## src/rtl/ctrl_pipe.sv

```systemverilog
// Control-bundle pipeline behind decode, with per-stage hold/flush and a multi-cycle busy FSM.
// Latency: a bundle reaches stage i i+1 cycles after decode when nothing holds or flushes it.
// Backpressure: holds ripple towards decode and a busy multi-cycle op holds stage 0; optional stall counter under CTRL_PIPE_PERF_EN.
module ctrl_pipe #(
    parameter int CW        = 16,
    parameter int STAGES    = 3,
    parameter int MC_CYCLES = 32
) (
    input  logic                 clk,
    input  logic                 rst,
    input  logic [CW-1:0]        ctrl_d,
    input  logic                 valid_d,
    input  logic [STAGES-1:0]    stall,
    input  logic [STAGES-1:0]    flush,
    input  logic                 mc_start,
    output logic [STAGES*CW-1:0] ctrl_q,
    output logic [STAGES-1:0]    valid_q,
    output logic [STAGES-1:0]    hold_q,
    output logic                 stall_d,
    output logic                 mc_busy,
    output logic                 mc_done,
    output logic [31:0]          stall_cnt
);

    typedef enum logic [1:0] {IDLE, BUSY, DONE} mcState_t;

    localparam logic [7:0] MC_CNT_INIT = 8'(MC_CYCLES - 1);

    mcState_t          mcState, mcStateNext;
    logic [7:0]        mcCnt, mcCntNext;
    logic [CW-1:0]     stageCtrl [STAGES];
    logic [STAGES-1:0] stageVld;

    assign mc_busy = (mcState == BUSY);
    assign mc_done = (mcState == DONE);
    assign stall_d = hold_q[0];

    // A downstream hold backs up every stage in front of it.
    always_comb begin
        hold_q = stall;
        for (int i = STAGES - 2; i >= 0; i--) begin
            hold_q[i] = stall[i] | hold_q[i+1];
        end
        if (mc_busy) begin
            hold_q[0] = 1'b1;
        end
    end

    always_ff @(posedge clk or negedge rst) begin
        if (!rst) begin
            for (int i = 0; i < STAGES; i++) begin
                stageCtrl[i] <= '0;
            end
            stageVld <= '0;
        end else begin
            if (flush[0]) begin
                stageCtrl[0] <= '0;
                stageVld[0]  <= 1'b0;
            end else if (!hold_q[0]) begin
                stageCtrl[0] <= ctrl_d;
                stageVld[0]  <= valid_d;
            end
            for (int i = 1; i < STAGES; i++) begin
                if (flush[i]) begin
                    stageCtrl[i] <= '0;
                    stageVld[i]  <= 1'b0;
                end else if (!hold_q[i]) begin
                    // Upstream is frozen: take a bubble so its bundle is not copied twice.
                    if (hold_q[i-1]) begin
                        stageCtrl[i] <= '0;
                        stageVld[i]  <= 1'b0;
                    end else begin
                        stageCtrl[i] <= stageCtrl[i-1];
                        stageVld[i]  <= stageVld[i-1];
                    end
                end
            end
        end
    end

    for (genvar g = 0; g < STAGES; g++) begin : gStageOut
        assign ctrl_q[g*CW +: CW] = stageCtrl[g];
    end
    assign valid_q = stageVld;

    always_ff @(posedge clk or negedge rst) begin
        if (!rst) begin
            mcState <= IDLE;
            mcCnt   <= '0;
        end else begin
            mcState <= mcStateNext;
            mcCnt   <= mcCntNext;
        end
    end

    always_comb begin
        mcStateNext = mcState;
        mcCntNext   = mcCnt;
        case (mcState)
            IDLE: begin
                if (mc_start && valid_d && !flush[0] && !hold_q[0]) begin
                    mcStateNext = BUSY;
                    mcCntNext   = MC_CNT_INIT;
                end
            end
            BUSY: begin
                // A flush of stage 0 kills the op silently.
                if (flush[0]) begin
                    mcStateNext = IDLE;
                end else if (mcCnt == 8'd0) begin
                    mcStateNext = DONE;
                end else begin
                    mcCntNext = mcCnt - 8'd1;
                end
            end
            DONE:    mcStateNext = IDLE;
            default: mcStateNext = IDLE;
        endcase
    end

`ifdef CTRL_PIPE_PERF_EN
    logic [31:0] stallCnt;

    always_ff @(posedge clk or negedge rst) begin
        if (!rst) begin
            stallCnt <= '0;
        end else if (hold_q[0] && (stallCnt != 32'hFFFF_FFFF)) begin
            stallCnt <= stallCnt + 32'd1;
        end
    end

    assign stall_cnt = stallCnt;
`else
    assign stall_cnt = '0;
`endif

endmodule
```

## config.mk

```make
export PLATFORM = sky130hd
export DESIGN_NAME = ctrl_pipe
export DESIGN_NICKNAME = d
export VERILOG_FILES = /design/src/rtl/ctrl_pipe.sv
export SDC_FILE = /design/constraint.sdc
export NUM_CORES = 1
export LEC_CHECK = 0
export ABC_AREA = 1
export BUFFER_PORTS_ARGS = -buffer_cell sky130_fd_sc_hd__buf_2
export CORE_UTILIZATION = 49
export CTS_CLUSTER_SIZE = 30
export DETAILED_ROUTE_END_ITERATION = 10
export PLACE_DENSITY = 0.8
export SLEW_MARGIN = 20
export SYNTH_ARGS = -nofsm -noshare
export SYNTH_HDL_FRONTEND = slang
export SYNTH_SLANG_ARGS = --single-unit
```

## constraint.sdc

```tcl
create_clock -name clk -period 2 [get_ports clk]
set_clock_uncertainty 0.15 [all_clocks]
set_input_delay 0.2 -clock clk [delete_from_list [all_inputs] [get_ports clk]]
set_output_delay 0.2 -clock clk [all_outputs]
set_load 0.01 [all_outputs]
```

After elaboration in Yosys (flattened, before gate mapping)

Cells that the tools add are included.

$add $sub $neg: 1
Bitwise operators: 2
Muxes and demuxes: 25
Eq/ne operators: 9
Reductions and logical operators: 10

Operator list:

| operator              | number |
|---|---|
| $mux W16              | 8 |
| $mux W8               | 3 |
| $pmux W8 S2           | 1 |
| $ne A2 B2 Y1 const B  | 5 |
| $mux W1               | 9 |
| $logic_not A8 Y1      | 1 |
| $sub A8 B1 Y8 const B | 1 |
| $mux W2               | 3 |
| $pmux W2 S2           | 1 |
| $reduce_and A4 Y1     | 1 |
| $logic_and A1 B1 Y1   | 3 |
| $ne A3 B2 Y1 const B  | 1 |
| $eq A2 B1 Y1 const B  | 1 |
| $eq A2 B2 Y1 const B  | 1 |
| $logic_not A1 Y1      | 2 |
| $logic_not A2 Y1      | 1 |
| $ne A2 B1 Y1 const B  | 1 |
| $or A1 B1 Y1          | 2 |
| $reduce_and A2 Y1     | 1 |
| $reduce_bool A2 Y1    | 1 |

Output and inout port bits: 89
Flip-flop bits (word level): 61

Depth between registers and ports, before layout

Depth in word-level cells: 7
Depth in mapped cells: 10
Depth with buffers taken out: 10

Worst setup path before layout

No wires, ideal clock.

Path type: register to register
Start: reg mcCnt[0]
End: reg mcCnt[0]
Arrival: 1,318 ps
Period minus slack after synthesis: 1,587 ps
Setup time: 119 ps
Path buffers: 1
Required time: 1,731 ps
Setup slack: 413 ps
Stages on the path, launching flop included: 11
Path through: dfrtp_1 > inv_1 > ha_1 > nand2_1 > nor2_1 > nand2_1 > nand2_1 > nand2_2 > buf_6 > o21ai_1 > nand2_1

Longest elaborated chain between the ends: 4

Ends and longest elaborated chain:

| item                   | RTL line | RTL |
|---|---|---|
| from (decl)            | 30       | `logic [7:0] mcCnt, mcCntNext;` |
| from (signal assigned) | 92       | `mcCnt <= mcCntNext;` |
| $sub A8 B1 Y8          | 113      | `mcCntNext = mcCnt - 8'd1;` |
| $mux W8                | 110      | `end else if (mcCnt == 8'd0) begin` |
| $mux W8                | 108      | `if (flush[0]) begin` |
| $pmux W8 S2            | 99       | `case (mcState)` |

Parallel ways exist; a longest one is shown, timed or not. The select of a mux whose other input is x is not followed.
A chain may end at the register's enable or synchronous reset.

Worst setup path in the final report

Same ends and word-level chain as after synthesis.

==> metrics.txt <==
Leak Pwr 1.83 nW; Fmax around 0.57 GHz; CP endpoint kind register; Final Hold Fails 0; status finished, final reports clean; Inserted Clock Buffers 9; Final nets 432; I/O pins 115; Setup Buffers After CTS 0; Arr. time, crit path roughly 1.8 ns; H-tree depth 3; commonest cells after routing, fill and taps aside buf_2 (82), dfrtp_1 (61), inv_1 (42), nand3_1 (39), conb_1 (32); power per standard cell area 757 nW/µm²; Worst-Margin Slew 0.549 ns; drt initial violations roughly 250; CP most frequent cell nand2_1; initial core utilization around half; number of global-route vias before repair about 2200; RePlAce Congestion approximately 0.87; Cell variety after synth 28; Hold Crit Endpoint mcState[1]; Reg clk slew, reported paths roughly 0.07 ns; cells along the critical path inv_1 > ha_1 > nand2_1 > nor2_1 > nand2_1 > nand2_1 > nand2_2 > o21ai_1 > nand2_1; r2r endpoint mcCnt[0]; Area Growth Syn to Fin 24.5%; antenna violations before repair 0; clk sinks between 60 and 70; Via Count around 2400; crit path kind register to register; WHS roughly 0.037 ns; maximum VDD drop between 0.3 and 0.4 mV; CP delay by family, top simple AND/OR/NAND/NOR gates; Final Setup Violations 0; gr ovfl total 0; R2R depth 9; pin count of the biggest net entering global routing 62; Startpoint Class register; n_diodes 0; CTS tree yes; gr usage total 22.2%; worst path buffer plus inverter count 1; R2R Path Start mcCnt[0]; Worst path slowest cell dfrtp_1; Final Critical Period 1.76 ns; number of core rows 27; worst hold path depth 3; dpl hpwl around 4.5 mm; Clock Tree Buf Depth 2; Gate Count Post-Synth roughly 300; die area around 6300 µm²; Antenna Nets Post-Route 0; syn avg cell area between 9 and 10 µm²; die outline height 79.3 µm; Core Region approximately 5600 µm²; Total Wirelength 6.52 mm; drt first pass iters 4; register-to-register setup slack between 0.2 and 0.25 ns; CTS root buffer clkbuf_8; Netlist Area Pre-Place 2930 µm²; Final period util a little under 90%; Die W between 70 and 80 µm; warnings from Yosys 0; RSZ-0062 raised after global routing false; max_slew headroom 63.4%; clock latency on the worst-skew pair 0.33 ns; fin. max-slew vios 0; DRC errors left 0; vias per cell 5.08; Hold Startpoint flush[0]; Synth Register Bits between 60 and 70; Max Cap Viol 0; wire per inst around 14 µm; Port Buffers 82; TNS Setup 0 ns; first-pass GRT wire length 10.5 mm; CP max FO 14; sequential area share after synthesis roughly 52%; WP data required about 2.1 ns; hold crit path type input pin to register; most common cell after layout, fill and taps aside buf_2; share of post-route cells with drive strength above 1 27.6%; crit-path max cell delay between 0.3 and 0.4 ns
[area by class of cell]
cell class | count | area (µm²)
Clock buffer | 11 | 151
Clock inverter | 5 | 58.8
Fill cell | 449 | 2000
Inverter | 48 | 180
Multi-Input combinational cell | 181 | 1000
Sequential cell | 61 | 1530
Tap cell | 72 | 90.1
Timing Repair Buffer | 104 | 633
[metal layers]
layer  GRT usage (%)  routed length (µm)  up-vias
met5               0                   0        -
met1            29.2                2730     1162
met2            35.2                3190      108
met3            5.86                 515       10
li1                -                   -     1168
met4            8.55                  82        0
[metrics by stage]
| step | worst slack, ns | cell area (µm²) | utilization, % | total power [W] | cells |
|---|---|---|---|---|---|
| after CTS | 0.205 | 3640 | 64.6 | 0.00278 | 482 |
| after global routing | 0.0190 | 3640 | 64.6 | 0.00289 | 482 |
| after floorplan | 0.413 | 3040 | - | 0.00157 | 339 |
| final | 0.244 | 3640 | 64.6 | 0.00276 | 482 |
| after global placement | 0.320 | 3250 | 57.7 | 0.00163 | 448 |
| after detailed placement | 0.234 | 3250 | 57.7 | 0.00164 | 448 |
[cells by family after synthesis]
logic type      synth area share [%]
buf+inv                         17.5
simple gates                    14.9
compound gates                  14.8
flops                           52.2
fa+ha+maj                      0.427
other cells                    0.128
[cell usage after synthesis]
cell type | instances | area share [%]
dfrtp_1 | 61 | 52
inv_1 | 43 | 5.5
nand3_1 | 39 | 6.7
buf_4 | 34 | 8.7
nand2_1 | 22 | 2.8
o21ai_0 | 20 | 3.4
o31ai_1 | 17 | 4.4
o32ai_1 | 17 | 5.1
nor2_1 | 12 | 1.5
clkbuf_1 | 7 | 0.90
o21ai_1 | 6 | 1.0
buf_2 | 5 | 0.85
a21oi_1 | 4 | 0.68
inv_2 | 3 | 0.38
buf_6 | 2 | 0.77
clkinv_1 | 2 | 0.26
nand2_4 | 2 | 0.77
nor2_8 | 2 | 1.4
a21boi_0 | 1 | 0.26
buf_1 | 1 | 0.13
conb_1 | 1 | 0.13
ha_1 | 1 | 0.43
nand2_2 | 1 | 0.21
nand3_2 | 1 | 0.34
nand3_4 | 1 | 0.60
nand4_1 | 1 | 0.21
nor3_1 | 1 | 0.17
or2_1 | 1 | 0.21
[what timing repair did]
| action | CTS | global route |
|---|---|---|
| gates resized for setup | 0 | 1 |
| hold buffers | 18 | 0 |
| endpoints found under the setup margin | 0 | 2 |
| endpoints found under the hold margin | 78 | 0 |
[sequential cells by signal (all words and copies together) (netlist names)]
name     count
valid_q      3
mcState      2
ctrl_q      48
mcCnt        8
[where the power goes]
part           internal [W]  switching [W]
Combinational      0.000111       0.000224
Clock              0.000642       0.000471
Sequential          0.00128      0.0000279
[worst register-to-register path, stage by stage (launching register included)]
cell and delay (ns):
dfrtp_1 0.38, inv_1 0.10, ha_1 0.22, nand2_1 0.09, nor2_1 0.17, nand2_1 0.09, nand2_1 0.08, nand2_2 0.17
o21ai_1 0.14, nand2_1 0.07
[how the worst max path moves through the flow]
stage          startpoint       end  cells past startpoint
2_1_floorplan    mcCnt[0]  mcCnt[0]                     10
3_3_place_gp     mcCnt[0]  mcCnt[6]                     10
3_5_place_dp     mcCnt[0]  mcCnt[6]                     10
4_1_cts          mcCnt[0]  mcCnt[7]                     10
5_1_grt          mcCnt[0]  mcCnt[0]                      9
6_report         mcCnt[0]  mcCnt[0]                      9
Note: power is estimated with default switching activity, not from simulation.
